[src/rtl/cables_pkg.sv]
// Shared types for the pipeline controller: FSM states, stage indices and
// the control bundle fanned out to the four pipe register instances.
package cables_pkg;

  typedef enum logic [1:0] {
    RUN   = 2'd0,
    STALL = 2'd1,
    FLUSH = 2'd2
  } pipe_ctrl_state_t;

  localparam int unsigned PIPE_IF_ID  = 0;
  localparam int unsigned PIPE_ID_EX  = 1;
  localparam int unsigned PIPE_EX_MEM = 2;
  localparam int unsigned PIPE_MEM_WB = 3;

  typedef struct packed {
    logic       pc_en;
    logic [3:0] en;
    logic [3:0] flush;
  } pipe_ctrl_t;

  // Flush always masks enable so a flushed register is never also written.
  function automatic pipe_ctrl_t mk_ctrl(logic pc_en, logic [3:0] en, logic [3:0] flush);
    pipe_ctrl_t c;
    c.pc_en = pc_en;
    c.en    = en & ~flush;
    c.flush = flush;
    return c;
  endfunction

endpackage

[src/rtl/pipe_ctrl_hazard_detect.sv]
// Load-use hazard detection between the instruction in ID and a load in EX.
module hazard_detect #(
  parameter int unsigned REG_ADDR_W = 5
) (
  input  logic [REG_ADDR_W-1:0] id_rs1,
  input  logic [REG_ADDR_W-1:0] id_rs2,
  input  logic                  id_rs1_used,
  input  logic                  id_rs2_used,
  input  logic [REG_ADDR_W-1:0] ex_rd,
  input  logic                  ex_is_load,
  output logic                  load_use
);

  always_comb begin
    load_use = ex_is_load && (ex_rd != '0) &&
               ((id_rs1_used && (id_rs1 == ex_rd)) ||
                (id_rs2_used && (id_rs2 == ex_rd)));
  end

endmodule

[src/rtl/pipe_ctrl.sv]
// Central 5-stage pipeline controller: stall/flush arbitration, post-trap
// bubble insertion, saturating stall/flush counters and a stall watchdog.
module pipe_ctrl
  import cables_pkg::*;
#(
  parameter int unsigned REG_ADDR_W = 5,
  parameter int unsigned IMEM_LAT   = 1,
  parameter int unsigned CNT_W      = 32,
  parameter int unsigned WDOG_LIMIT = 1024
) (
  input  logic                  clk,
  input  logic                  rst,
  input  logic [REG_ADDR_W-1:0] id_rs1,
  input  logic [REG_ADDR_W-1:0] id_rs2,
  input  logic                  id_rs1_used,
  input  logic                  id_rs2_used,
  input  logic [REG_ADDR_W-1:0] ex_rd,
  input  logic                  ex_is_load,
  input  logic                  ex_busy,
  input  logic                  ex_redirect,
  input  logic                  mem_wait,
  input  logic                  if_wait,
  input  logic                  trap,
  output logic                  pc_en,
  output logic [3:0]            pipe_en,
  output logic [3:0]            pipe_flush,
  output logic [CNT_W-1:0]      stall_cnt,
  output logic [CNT_W-1:0]      flush_cnt,
  output logic                  watchdog_err
);

  localparam int unsigned BUB_W = (IMEM_LAT < 1) ? 1 : $clog2(IMEM_LAT + 1);
  localparam int unsigned WD_W  = $clog2(WDOG_LIMIT + 1);

  pipe_ctrl_state_t state_q, state_d;
  logic [BUB_W-1:0] bub_q, bub_d;
  logic [CNT_W-1:0] stall_cnt_q, flush_cnt_q;
  logic [WD_W-1:0]  wd_q, wd_d;
  logic             wd_err_q;
  logic             load_use;
  logic             flush_evt;
  pipe_ctrl_t       ctrl;

  hazard_detect #(.REG_ADDR_W(REG_ADDR_W)) u_hazard (
    .id_rs1      (id_rs1),
    .id_rs2      (id_rs2),
    .id_rs1_used (id_rs1_used),
    .id_rs2_used (id_rs2_used),
    .ex_rd       (ex_rd),
    .ex_is_load  (ex_is_load),
    .load_use    (load_use)
  );

  always_comb begin
    ctrl      = mk_ctrl(1'b1, 4'b1111, 4'b0000);
    flush_evt = 1'b0;
    state_d   = state_q;
    bub_d     = bub_q;

    if (rst) begin
      ctrl = mk_ctrl(1'b0, 4'b0000, 4'b1111);
    end else if (state_q == FLUSH && !trap && !mem_wait) begin
      ctrl = mk_ctrl(1'b1, 4'b1110, 4'b0001);
    end else if (trap) begin
      ctrl      = mk_ctrl(1'b1, 4'b0000, 4'b1111);
      flush_evt = 1'b1;
    end else if (mem_wait) begin
      ctrl = mk_ctrl(1'b0, 4'b0000, 4'b1000);
    end else if (ex_busy) begin
      ctrl = mk_ctrl(1'b0, 4'b1000, 4'b0100);
    end else if (ex_redirect) begin
      ctrl      = mk_ctrl(1'b1, 4'b1100, 4'b0011);
      flush_evt = 1'b1;
    end else if (load_use) begin
      ctrl = mk_ctrl(1'b0, 4'b1100, 4'b0010);
    end else if (if_wait) begin
      ctrl = mk_ctrl(1'b0, 4'b1110, 4'b0001);
    end

    if (!rst) begin
      if (trap) begin
        state_d = FLUSH;
        bub_d   = BUB_W'(IMEM_LAT);
      end else if (state_q == FLUSH) begin
        // Bubble counter runs down even when mem_wait overrides the bubble.
        bub_d = bub_q - BUB_W'(1);
        if (bub_q <= BUB_W'(1)) state_d = RUN;
      end else begin
        state_d = ctrl.pc_en ? RUN : STALL;
      end
    end

    if (ctrl.pc_en)                    wd_d = '0;
    else if (wd_q != WD_W'(WDOG_LIMIT)) wd_d = wd_q + WD_W'(1);
    else                               wd_d = wd_q;
  end

  always_ff @(posedge clk) begin
    if (rst) begin
      state_q     <= RUN;
      bub_q       <= '0;
      stall_cnt_q <= '0;
      flush_cnt_q <= '0;
      wd_q        <= '0;
      wd_err_q    <= 1'b0;
    end else begin
      state_q <= state_d;
      bub_q   <= bub_d;
      wd_q    <= wd_d;
      if (!ctrl.pc_en && stall_cnt_q != '1) stall_cnt_q <= stall_cnt_q + CNT_W'(1);
      if (flush_evt && flush_cnt_q != '1)   flush_cnt_q <= flush_cnt_q + CNT_W'(1);
      if (wd_d == WD_W'(WDOG_LIMIT))        wd_err_q    <= 1'b1;
    end
  end

  always_comb begin
    pc_en        = ctrl.pc_en;
    pipe_en      = ctrl.en;
    pipe_flush   = ctrl.flush;
    stall_cnt    = stall_cnt_q;
    flush_cnt    = flush_cnt_q;
    watchdog_err = wd_err_q;
  end

endmodule

[config.mk]
export PLATFORM = sky130hd
export DESIGN_NAME = pipe_ctrl
export DESIGN_NICKNAME = d
export VERILOG_FILES = /design/src/rtl/cables_pkg.sv /design/src/rtl/pipe_ctrl_hazard_detect.sv /design/src/rtl/pipe_ctrl.sv
export SDC_FILE = /design/constraint.sdc
export NUM_CORES = 1
export LEC_CHECK = 0
export BUFFER_PORTS_ARGS = -buffer_cell sky130_fd_sc_hd__clkbuf_2
export CAP_MARGIN = 20
export CORE_MARGIN = 2
export CORE_UTILIZATION = 45
export CTS_BUF_LIST = sky130_fd_sc_hd__clkbuf_16
export CTS_CLUSTER_DIAMETER = 100
export CTS_CLUSTER_SIZE = 8
export DETAILED_ROUTE_END_ITERATION = 10
export PLACE_DENSITY = 0.69
export SETUP_SLACK_MARGIN = 0.1
export SLEW_MARGIN = 20
export SYNTH_ARGS = -nofsm -noshare
export SYNTH_HDL_FRONTEND = slang
export SYNTH_SLANG_ARGS = --single-unit
[constraint.sdc]
create_clock -name clk -period 4.5 [get_ports clk]
set_input_delay 0.45 -clock clk [delete_from_list [all_inputs] [get_ports clk]]
set_output_delay 0.45 -clock clk [all_outputs]
set_load 0.03 [all_outputs]
==> qor.log <==
qor: outcome.outcome finished clean
qor: worst_setup_path.critical_path_s_slowest_cell sky130_fd_sc_hd__or3_1
qor: placed_design.dpl.cell_count 693
qor: global_route.grt_overflow 0
qor: synth.synth_top_flop_cell sky130_fd_sc_hd__dfxtp_1
qor: worst_setup_path.cp_cell_sequence clkbuf_2 -> or3_1 -> or4_1 -> nor3b_1 -> clkbuf_2
qor: placed_design.hpwl 7.54 mm
qor: global_route.initial_antenna_violation_count 0
qor: timing.clock_skew 9.38 ps
qor: synth.number_of_enable_flip_flop_cells_after_synthesis 0
qor: cts.ctsHtreeMaxLevel 3
qor: routing.vias_per_cell 5.80
qor: floorplanning.fp-row-count 35
qor: global_route.first_global_vias 3,850
qor: cts.cts-hold-fix-buffers 0
qor: cts.clk-insertion-delay-late 330 ps
qor: floorplanning.floorplan.initialDensity 0.461
qor: timing.final-setup-viol-count 0
qor: floorplanning.die_height 101 um
qor: routing.ant_nets 0
qor: timing.setup-tns-final 0 ps
qor: worst_setup_path.cp_max_fo 38
qor: worst_setup_path.worst_ep_required_time 4050 ps
qor: cts.ctsResizeCount 0
qor: layout.diodes 0
qor: synth.ys_warn_count 0
qor: worst_setup_path.setup.worst_path.class input port to primary output
qor: timing.worst_pin_slew 776 ps
qor: worst_setup_path.timing.critical_path.arrival 2410 ps
qor: timing.timing.slew.headroom 0.479
qor: routing.post-route-drc-count 0
qor: timing.drv_slew 0
qor: cts.max-clock-path-buffers 2
qor: timing.hold-worst-slack 487 ps
qor: layout.fin_cells 709
qor: synth.syn-instance-count 507
qor: timing.timing.final.hold_violations 0
qor: floorplanning.io_pins 99
qor: hold_path.min_path_type input port to flop
qor: global_route.grt_start_max_net_pins 39
qor: routing.detail_route.wirelength 10.4 mm
qor: synth.syn-cell-area 0.00422 mm^2
qor: cts.clkSlewWorstSetupHoldPaths 50 ps
qor: synth.synth_area_per_cell 8.32 um^2
qor: synth.number_of_nets_in_the_synthesized_netlist 536
qor: placed_design.post_dp_cell_area 0.00476 mm^2
qor: worst_setup_path.crit_buf_inv 2
qor: worst_setup_path.critPathMaxStageDelay 590 ps
qor: routing.drt_first_iter_violations 108
qor: run.number_of_maximum_capacitance_constraint_violations 0
qor: timing.maxClockFrequency 349 MHz
qor: routing.dr.pass1.iters 4
qor: cts.total_clock_buffers_created_by_cts 9
qor: timing.timing.final.crit_share 0.636
qor: timing.final.min_clock_period 2860 ps
qor: floorplanning.dieArea 0.0102 mm^2
qor: synth.synth_sequential_area_ratio 0.370
qor: routing.vias 4,113
qor: layout.area_growth 20.0%
qor: layout.fin_nets 622
qor: layout.fillerInstances 853
qor: global_route.grt.total_usage 0.212
qor: placed_design.finalWeightedCongestion 0.812
qor: worst_setup_path.critical_path.most_common_cell sky130_fd_sc_hd__clkbuf_2
qor: pwr.ir_worst_vdd 220 uV
qor: worst_setup_path.setup.worst_path.end_class primary output
qor: cts.post_cts_buffers 0
qor: global_route.first_pass_grt_wire_length 17.7 mm
qor: layout.share_of_post_route_cells_with_drive_strength_above_1 0.219
qor: floorplanning.die_w 101 um
qor: cts.cts.root.buffer_cell sky130_fd_sc_hd__clkbuf_16
qor: placed_design.placement.io_buffers 98
qor: synth.postSynthRegisterBits 78
qor: pwr.post-layout-total-power 1.56 mW
qor: worst_setup_path.type_of_element_launching_the_critical_path input port
qor: cts.cts_tree yes
qor: routing.drt-wirelength-per-cell 14.7 um
qor: pwr.pwr_dens 308 mW/mm^2
qor: pwr.leakage 1.97 nW
qor: worst_setup_path.cpLargestDelayFamily simple AND/OR/NAND/NOR gates
qor: timing.grt_setup_unrepaired no
qor: synth.synthArstFlopShare 0
qor: cts.tritoncts_num_sinks 78
qor: layout.stdcell_area 0.00506 mm^2
qor: floorplanning.fp.coreArea 0.00915 mm^2
qor: synth.synth.distinct_cells 58
[through the flow]
| stage | util | setup slack [ps] |
|---|---|---|
| 2_1_floorplan | - | 1710 |
| 3_3_place_gp | 0.520 | 1660 |
| 3_5_place_dp | 0.520 | 1550 |
| 4_1_cts | 0.553 | 1610 |
| 5_1_grt | 0.553 | 1410 |
| 6_report | 0.553 | 1640 |
[Yosys cell counts, drive strengths merged (4+ instances only)]
cell type  instances  area, um^2
and4               8        70.1
nand2             48         180
o211ai             5        37.5
o311ai             7        61.3
a21oi             23         115
nor2              55         209
nor2b              6        37.5
and2              11        68.8
o31ai             12        90.1
nor3               9        45.0
xnor2             19         166
nand4             28         181
nor4              12         103
dfxtp             78        1560
or4               14         105
clkbuf            21        78.8
and3              13        86.3
xor2              23         201
buf                4        26.3
inv               10        37.5
mux2i              6        60.1
or3               10        62.6
mux2               5        56.3
or2                4        25.0
o21ai             12        60.1
ha                 4        50.1
nand3             23         120
o41ai              8        88.8
[power by group]
part | leakage, nW | switching (mW) | internal, mW | total, mW
combinational | 1.19 | 0.0743 | 0.0366 | 0.111
sequential | 0.629 | 0.00622 | 0.696 | 0.702
clock | 0.159 | 0.268 | 0.478 | 0.746
[worst reg2reg max path: stages (launching register included)]
cell and delay (ps):
sky130_fd_sc_hd__dfxtp_1 300, sky130_fd_sc_hd__nand2b_1 260, sky130_fd_sc_hd__a21oi_1 190, sky130_fd_sc_hd__o41ai_4 460
sky130_fd_sc_hd__nand3_2 600, sky130_fd_sc_hd__nor4_1 540, sky130_fd_sc_hd__mux2_2 380
[cell usage in the layout (no fill, tap or decap), types with 2 or more instances in the layout]
cell | Yosys | final
sky130_fd_sc_hd__dfxtp_1 | 78 | 78
sky130_fd_sc_hd__o211ai_1 | 5 | 5
sky130_fd_sc_hd__nand2b_1 | 3 | 3
sky130_fd_sc_hd__bufinv_16 | 0 | 2
sky130_fd_sc_hd__or2_2 | 4 | 4
sky130_fd_sc_hd__nand3_1 | 22 | 22
sky130_fd_sc_hd__a21oi_1 | 23 | 23
sky130_fd_sc_hd__o21a_1 | 2 | 2
sky130_fd_sc_hd__nor4_1 | 9 | 9
sky130_fd_sc_hd__o31a_1 | 2 | 2
sky130_fd_sc_hd__or4_1 | 14 | 14
sky130_fd_sc_hd__nor3_1 | 9 | 9
sky130_fd_sc_hd__mux2_2 | 4 | 4
sky130_fd_sc_hd__or3_1 | 10 | 10
sky130_fd_sc_hd__mux2i_1 | 6 | 6
sky130_fd_sc_hd__o31ai_1 | 12 | 12
sky130_fd_sc_hd__nor4b_1 | 3 | 3
sky130_fd_sc_hd__and3_1 | 12 | 12
sky130_fd_sc_hd__nand4_1 | 27 | 27
sky130_fd_sc_hd__xnor2_1 | 19 | 19
sky130_fd_sc_hd__o311ai_0 | 7 | 7
sky130_fd_sc_hd__clkinv_2 | 0 | 2
sky130_fd_sc_hd__and4_1 | 8 | 8
sky130_fd_sc_hd__nor2_1 | 54 | 54
sky130_fd_sc_hd__buf_4 | 0 | 2
sky130_fd_sc_hd__clkbuf_2 | 0 | 98
sky130_fd_sc_hd__nand4b_1 | 3 | 3
sky130_fd_sc_hd__o41ai_1 | 7 | 7
sky130_fd_sc_hd__nand2_1 | 48 | 48
sky130_fd_sc_hd__inv_1 | 10 | 12
sky130_fd_sc_hd__o21ai_0 | 12 | 12
sky130_fd_sc_hd__nor2b_1 | 6 | 6
sky130_fd_sc_hd__and2_1 | 11 | 11
sky130_fd_sc_hd__ha_1 | 4 | 4
sky130_fd_sc_hd__clkbuf_16 | 0 | 9
sky130_fd_sc_hd__xor2_1 | 23 | 23
sky130_fd_sc_hd__nor4_2 | 2 | 2
[cell families after synthesis]
logic type	Yosys count	synth area share
buf+inv	35	0.0338
simple gates	254	0.332
fa+ha+maj	4	0.0119
compound gates	83	0.138
mux	11	0.0276
flops	78	0.370
xor+xnor	42	0.0872
[state kept, by name, indices dropped and copies added, names as in the netlist]
| signal | flops |
|---|---|
| watchdog_err | 1 |
| state_q | 2 |
| wd_q | 11 |
| flush_cnt | 32 |
| stall_cnt | 32 |
[path summary, 6_finish.rpt]
kind	end	slack, ps	startpoint	depth (start not counted)
setup / recovery	pipe_en[0]	1640	rst	5
hold reg to reg	stall_cnt[14]	500	stall_cnt[14]	2
hold / removal	state_q[1]	490	trap	2
setup reg to reg	stall_cnt[29]	1660	state_q[0]	6
[metal layers]
layer,track usage,share of wire,vias to the layer above
met5,0,0,-
met4,0.0400,0.0031,0
met3,0.0624,0.048,4
met2,0.361,0.49,95
met1,0.268,0.46,1966
li1,-,-,2048
[final cells by class]
type	count	area [um^2]	share of cell area
clock buffers	9	225	0.0445
clock inverters	7	81.3	0.0161
inverters	10	37.5	0.00741
multi-input cells	394	2510	0.497
flip-flops and latches	78	1560	0.308
well taps	111	139	0.0274
repair buffers	100	505	0.0998
No activity file was read; power rests on OpenSTA's default activity.
